File: src/rtl/byte_serial_alu.sv
// Byte-serial 32-bit ALU: operands read LSB slice first, result written back as four slices.
// Define BYTE_SERIAL_ALU_CMP_EN to build the SLT/SLTU comparison path.
module byte_serial_alu (
  input  logic       clk,
  input  logic       rst_n,
  input  logic       start,
  input  logic [2:0] op,
  input  logic [7:0] rs1_dat,
  input  logic [7:0] rs2_dat,
  output logic [1:0] byte_idx,
  output logic [7:0] rd_dat,
  output logic       rd_we,
  output logic       busy,
  output logic       done,
  output logic       zero
);

  typedef enum logic [1:0] {
    S_IDLE,
    S_EXEC,
    S_WB
  } state_t;

  localparam logic [2:0] OP_ADD  = 3'd0;
  localparam logic [2:0] OP_SUB  = 3'd1;
  localparam logic [2:0] OP_AND  = 3'd2;
  localparam logic [2:0] OP_OR   = 3'd3;
  localparam logic [2:0] OP_XOR  = 3'd4;
`ifdef BYTE_SERIAL_ALU_CMP_EN
  localparam logic [2:0] OP_SLT  = 3'd5;
  localparam logic [2:0] OP_SLTU = 3'd6;
`endif

  state_t      state;
  logic [2:0]  op_q;
  logic        carry;
  logic [31:0] result;

  logic        sub_sel;
  logic [7:0]  b_sel;
  logic        cin;
  logic [8:0]  sum;
  logic [7:0]  slice;
  logic [31:0] res_nxt;
  logic [1:0]  idx_nxt;
  logic        last;

`ifdef BYTE_SERIAL_ALU_CMP_EN
  logic cmp_op;
  logic slt_op;
  logic ovf;
  logic flag;
`endif

  assign idx_nxt = byte_idx + 2'd1;
  assign last    = (byte_idx == 2'd3);

  always_comb begin
    sub_sel = 1'b0;
`ifdef BYTE_SERIAL_ALU_CMP_EN
    cmp_op  = 1'b0;
    slt_op  = 1'b0;
`endif
    case (op_q)
      OP_SUB:  sub_sel = 1'b1;
`ifdef BYTE_SERIAL_ALU_CMP_EN
      OP_SLT: begin
        sub_sel = 1'b1;
        cmp_op  = 1'b1;
        slt_op  = 1'b1;
      end
      OP_SLTU: begin
        sub_sel = 1'b1;
        cmp_op  = 1'b1;
      end
`endif
      default: sub_sel = 1'b0;
    endcase

    // subtraction is A + ~B + 1, the +1 entering as carry-in at byte 0
    b_sel = sub_sel ? ~rs2_dat : rs2_dat;
    cin   = (byte_idx == 2'd0) ? sub_sel : carry;
    sum   = {1'b0, rs1_dat} + {1'b0, b_sel} + {8'd0, cin};

    case (op_q)
      OP_ADD,
      OP_SUB:  slice = sum[7:0];
      OP_AND:  slice = rs1_dat & rs2_dat;
      OP_OR:   slice = rs1_dat | rs2_dat;
      OP_XOR:  slice = rs1_dat ^ rs2_dat;
      default: slice = 8'd0;
    endcase

    res_nxt = result;
    res_nxt[{byte_idx, 3'b000} +: 8] = slice;

`ifdef BYTE_SERIAL_ALU_CMP_EN
    ovf  = (rs1_dat[7] == b_sel[7]) && (sum[7] != rs1_dat[7]);
    flag = slt_op ? (sum[7] ^ ovf) : ~sum[8];
    if (cmp_op && last)
      res_nxt = {31'd0, flag};
`endif
  end

  always_ff @(posedge clk or negedge rst_n) begin
    if (!rst_n) begin
      state    <= S_IDLE;
      op_q     <= 3'd0;
      carry    <= 1'b0;
      result   <= 32'd0;
      byte_idx <= 2'd0;
      rd_dat   <= 8'd0;
      rd_we    <= 1'b0;
      busy     <= 1'b0;
      done     <= 1'b0;
      zero     <= 1'b0;
    end else begin
      done <= 1'b0;
      unique case (state)
        S_IDLE: begin
          byte_idx <= 2'd0;
          rd_we    <= 1'b0;
          rd_dat   <= 8'd0;
          if (start) begin
            state  <= S_EXEC;
            op_q   <= op;
            carry  <= 1'b0;
            result <= 32'd0;
            busy   <= 1'b1;
            zero   <= 1'b0;
          end
        end
        S_EXEC: begin
          carry    <= sum[8];
          result   <= res_nxt;
          byte_idx <= idx_nxt;
          // slice 0 of WB must see the word including the byte just computed
          if (last) begin
            state  <= S_WB;
            rd_we  <= 1'b1;
            rd_dat <= res_nxt[7:0];
          end
        end
        S_WB: begin
          byte_idx <= idx_nxt;
          if (last) begin
            state  <= S_IDLE;
            rd_we  <= 1'b0;
            rd_dat <= 8'd0;
            busy   <= 1'b0;
            done   <= 1'b1;
            zero   <= (result == 32'd0);
          end else begin
            rd_dat <= result[{idx_nxt, 3'b000} +: 8];
          end
        end
        default: state <= S_IDLE;
      endcase
    end
  end

endmodule

File: config.mk
export PLATFORM = sky130hd
export DESIGN_NAME = byte_serial_alu
export DESIGN_NICKNAME = d
export VERILOG_FILES = /design/src/rtl/byte_serial_alu.sv
export SDC_FILE = /design/constraint.sdc
export NUM_CORES = 1
export LEC_CHECK = 0
export CORE_MARGIN = 10
export CORE_UTILIZATION = 56
export DETAILED_ROUTE_END_ITERATION = 8
export GPL_ROUTABILITY_DRIVEN = 0
export GPL_TIMING_DRIVEN = 0
export HOLD_SLACK_MARGIN = 0.06
export PLACE_DENSITY = 0.79
export SYNTH_ARGS = -nofsm -noshare
export SYNTH_HDL_FRONTEND = slang
export SYNTH_SLANG_ARGS = --single-unit
File: constraint.sdc
create_clock -name clk -period 5.6 [get_ports clk]
set_input_delay 1.12 -clock clk [delete_from_list [all_inputs] [get_ports clk]]
set_output_delay 1.12 -clock clk [all_outputs]
set_load 0.05 [all_outputs]
# Yosys cells after proc, flatten, opt, wreduce, memory -nomap -nowiden
# Index checks and enable logic that the tools add are counted.
[op_classes] muxes=26 n_reduce_logical=16 bitwise_logic=4 n_shift=3 add_sub_neg=4 eq_ne=10
[op_table] cell="one-hot mux 32 bit (2 select lines)" n=1
[op_table] cell="bitwise mux 32 bit" n=1
[op_table] cell="zero test 32 bit" n=1
[op_table] cell="two-way mux 32 bit" n=1
[op_table] cell="one-hot mux 8 bit (4 select lines)" n=1
[op_table] cell="variable shift 8 x 7 -> 32 bit (first input constant)" n=1
[op_table] cell="variable part select 32 x 6 -> 8 bit" n=1
[op_table] cell="variable part select 8 x 7 -> 32 bit" n=1
[op_table] cell="two-way mux 8 bit" n=3
[op_table] cell="one-hot mux 8 bit (3 select lines)" n=1
[op_table] cell="adder 8 x 8 -> 9 bit" n=1
[op_table] cell="adder 9 x 1 -> 9 bit" n=1
[op_table] cell="two-way mux 1 bit" n=9
[op_table] cell="AND reduction 3 bit" n=3
[op_table] cell="bitwise AND 8 bit" n=1
[op_table] cell="inverter 8 bit" n=1
[op_table] cell="OR 8 bit" n=1
[op_table] cell="bitwise XOR 8 bit" n=1
[op_table] cell="negator 5 -> 7 bit" n=1
[op_table] cell="equality test 3 x 2 -> 1 bit (second input constant)" n=2
[op_table] cell="two-way mux 2 bit" n=3
[op_table] cell="inequality test 2 bit (second input constant)" n=3
[op_table] cell="one-hot mux 1 bit (2 select lines)" n=3
[op_table] cell="one-hot mux 2 bit (3 select lines)" n=1
[op_table] cell="13 further kinds" n=20
[word_totals] output_inout_bits=14 register_bits=52 input_bits=22 elab_cells=73

# Logic depth before layout (Yosys ltp)
[logic_depth] ltp_word=10 depth_mapped=13 ltp_nobuf=11

# Worst setup path after synthesis
# OpenSTA, ideal clock, no wires.
[synth_path] kind="flip-flop to flip-flop" from="register byte_idx[0]" to="register rd_dat[6]" arrival_time_ns=3.316 stages_incl_launch_ff=14 setup_ns=0.126 setup_slack_ns=2.158 n_path_buf=2 period_less_slack_ns=3.442 required_time_ns=5.474 path_cell_list="dfrtp_1 -> buf_6 -> buf_8 -> inv_1 -> ha_1 -> mux2_2 -> fa_1 -> inv_1 -> fa_1 -> nand2b_1 -> a21oi_1 -> nor4_1 -> o31ai_4 -> a221o_1"
[synth_between] elab_chain_cells=8 word_cells_on_any_way=16 cone_classes="add/sub (3); eq/ne (2); shift (3); mux (6); reduce/logical (2)"
[synth_lines] item="start, declared" line="10" rtl="output logic [1:0] byte_idx,"
[synth_lines] item="start signal, assigned" line="136" rtl="byte_idx <= idx_nxt;"
[synth_lines] item="start signal, assigned" line="145" rtl="byte_idx <= idx_nxt;"
[synth_lines] item="zero test 2 bit" line="82" rtl="cin = (byte_idx == 2'd0) ? sub_sel : carry;"
[synth_lines] item="two-way mux 1 bit" line="82"
[synth_lines] item="adder 9 x 1 -> 9 bit" line="83" rtl="sum = {1'b0, rs1_dat} + {1'b0, b_sel} + {8'd0, cin};"
[synth_lines] item="one-hot mux 8 bit (4 select lines)" line="85" rtl="case (op_q)"
[synth_lines] item="variable part select 8 x 7 -> 32 bit" line="95" rtl="res_nxt[{byte_idx, 3'b000} +: 8] = slice;"
[synth_lines] item="bitwise mux 32 bit" line="95"
[synth_lines] item="two-way mux 8 bit" line="138" rtl="if (last) begin"
[synth_lines] item="one-hot mux 8 bit (3 select lines)" line="119" rtl="unique case (state)"
[synth_lines] item="end signal, assigned" line="141" rtl="rd_dat <= res_nxt[7:0];"
[synth_lines] item="end signal, assigned" line="154" rtl="rd_dat <= result[{idx_nxt, 3'b000} +: 8];"
[synth_lines] item="end, declared" line="11" rtl="output logic [7:0] rd_dat,"
# Several ways; a longest one is shown, not always the timed one. The select of a mux whose other input is x is not followed.
# A chain may end at the register's enable or synchronous reset.

# Worst setup path after layout
# Ends and elaborated chain as after synthesis.

==> qor.yml <==
p_per_area_nw_per_um2: 508.0
critPathMaxFanout: 10
hpwl_mm: 7.173
post-route-period-util: 0.6668
syn_inst: 362
ir_drop_mv: 0.2967
yosysMostFrequentCell: "dfrtp_1"
syn_area_per_cell_um2: 9.830
drt_iter0_drc: 245
slew_headroom: 0.4928
pwr-share-seq: 0.250
grt_max_degree: 40
cp-start-kind: "register"
slowest_delay_ns: 0.46
rows: 28
clkSinkCount: 52
drcViolationCount: 0
p_total_mw: 2.105
synthTopCellsByCount: "52 x dfrtp_1, 31 x ha_1, 30 x inv_1, 29 x nand2_1, 25 x a21oi_1"
cts_setup_buffers: 0
initial_core_util: 0.5871
cp_cell_sequence: "buf_6 -> buf_8 -> inv_1 -> ha_1 -> mux2_2 -> fa_1 -> inv_1 -> fa_1 -> nand2b_1 -> a21oi_1 -> nor4_1 -> o31ai_4 -> a221o_1"
final_cells: 481
antenna_found_initial: 0
place_ws_ns: 1.703
leakage_nw: 1.877
overflow: 0
worstSetupPathType: "reg2reg"
htreeDepth: 2
drive_gt1_frac: 0.1059
clk_path_buf_depth: 2
crit_family: "adder cells"
vias_per_cell: 6.185
setup_viol: 0
async_flop_share: 1.000
io_buffers: 35
ys_ff_latch: 52
area_growth_pct: 16.46
skew_ns: 0.01075
synth_area_um2: 3558
swShare: 0.4868
num_vias: 2975
final_max_slew_viol_count: 0
ys_types: 61
dr.pass1.iters: 5
die-height_um: 99.72
hold_viol: 0
core_area_um2: 6061
cap_violations: 0
status: "finished, final reports clean"
rsz0062_at_grt: "false"
synth_largest_area_cell: "dfrtp_1"
clockPowerShare: 0.134
ys_seq_area_frac: 0.3657
die_x_um: 99.72
clock_latency_ns: 0.32
final_nets: 460
postCtsHoldBufs: 0
die_area_um2: 9943
grt_pass1_wl_mm: 15.11
setup_tns_ns: 0
synthesis.nets: 417
fin_ws_ns: 1.866
cts_root_buf: "clkbuf_8"
ys_warn_count: 0
cp_data_arrival_time_ns: 3.94
track_usage: 0.1866
ys.flop_type: "dfrtp_1"
path_clk_slew_ns: 0.10
wl_per_cell_um: 19.10
dp.cells: 473
finalCriticalPeriod_ns: 3.734
synth_top_area_frac: 0.3657
fmax_ghz: 0.2678
finalWirelength_mm: 9.188
antenna_cells: 0
p_switching_mw: 1.025
ant_nets: 0
critPathCaptureType: "register"
placed_area_um2: 4018
cts_tree: "yes"
internal_power_mw: 1.080
cp_slowest_cell: "dfrtp_1"
synthTopCellsByArea: "dfrtp_1 37%, ha_1 11%, a22o_1 4.2%, mux4_2 3.8%, a21oi_1 3.5%"
grt_pass1_vias: 2961
hold_path.class: "reg2reg"
cp_num_buf_inv: 4
critPathRequiredTime_ns: 5.81
tightest_slew_ns: 0.7529
cts_made_buffers: 5
final_cell_area_um2: 4144
cts_resized: 0
synth_edf_count: 0
hold_slack_ns: 0.5244
fin_util: 0.6837
ios: 36
combPwrFrac: 0.616
[tightest hold or removal path: stages (launching register included)]
cell	delay (ns)
dfrtp_1	0.38
nand2_1	0.05
o21ai_0	0.06
[layout make-up]
cell class | count | area, um^2
Tap cell | 75 | 93.84
Fill cell | 494 | 1917
Sequential cell | 52 | 1301
Inverter | 30 | 112.6
Timing Repair Buffer | 36 | 365.4
Clock buffer | 7 | 96.34
Clock inverter | 1 | 30.03
Buffer | 15 | 98.84
Multi-Input combinational cell | 265 | 2046
[flip-flops by register name, summed over array words and instances (netlist names), 2 cells and up]
name / flops
rd_dat: 8
result: 32
byte_idx: 2
op_q: 3
state: 2
[cell families (layout without fill, tap and decap cells)]
| family | count (synthesis) | after routing | share of synthesized area |
|---|---|---|---|
| AOI/OAI and AO/OA | 107 | 107 | 0.2103 |
| xor gates and xnor gates | 11 | 11 | 0.02707 |
| adders and majority gates | 33 | 33 | 0.1203 |
| buffers and inverters | 45 | 89 | 0.05942 |
| DFF | 52 | 52 | 0.3657 |
| muxes | 15 | 15 | 0.07419 |
| and+or+nand+nor | 99 | 99 | 0.1431 |
[layer usage]
| metal | wire length, um | GRT usage | part of all wire |
|---|---|---|---|
| met3 | 689 | 0.04567 | 0.075 |
| met1 | 4189 | 0.2561 | 0.46 |
| met2 | 4197 | 0.2857 | 0.46 |
| met5 | 0 | 0 | 0 |
| met4 | 111 | 0.04961 | 0.012 |
[power by group through the flow]
stage          registers (mW)  logic [mW]  clock network (mW)
2_1_floorplan           0.584       0.857                   0
3_3_place_gp            0.524        1.24                   0
3_5_place_dp            0.530        1.28                   0
4_1_cts                 0.524        1.28               0.285
5_1_grt                 0.533        1.41               0.297
6_report                0.526        1.30               0.282
[worst paths after layout]
kind / slack (ns) / startpoint / end / cells past startpoint
max: 1.87 / byte_idx[0] / rd_dat[6] / 13
min: 0.52 / busy / busy / 2
max reg2reg: 1.87 / byte_idx[0] / rd_dat[6] / 13
min reg2reg: 0.52 / busy / busy / 2
max in group asynchronous: 4.41 / rst_n / result[17] / 2
min in group asynchronous: 0.68 / rst_n / state[0] / 1
[placed cells by master, fill, tap and decap left out, types with 4 or more instances in the layout]
cell / count
dfrtp_1: 52
clkdlybuf4s50_1: 34
ha_1: 31
inv_1: 30
nand2_1: 29
a21oi_1: 25
o21ai_0: 24
nor2_1: 23
a22o_1: 17
xnor2_1: 10
buf_2: 8
nand2b_1: 8
clkbuf_8: 7
mux4_2: 6
and2_1: 6
nor4_1: 6
o211ai_1: 6
mux2_2: 5
nor2b_1: 5
nand4_1: 5
a22oi_1: 5
o21ai_1: 5
nand3_1: 4
a221oi_1: 4
Power figures use the tool's default switching activity.
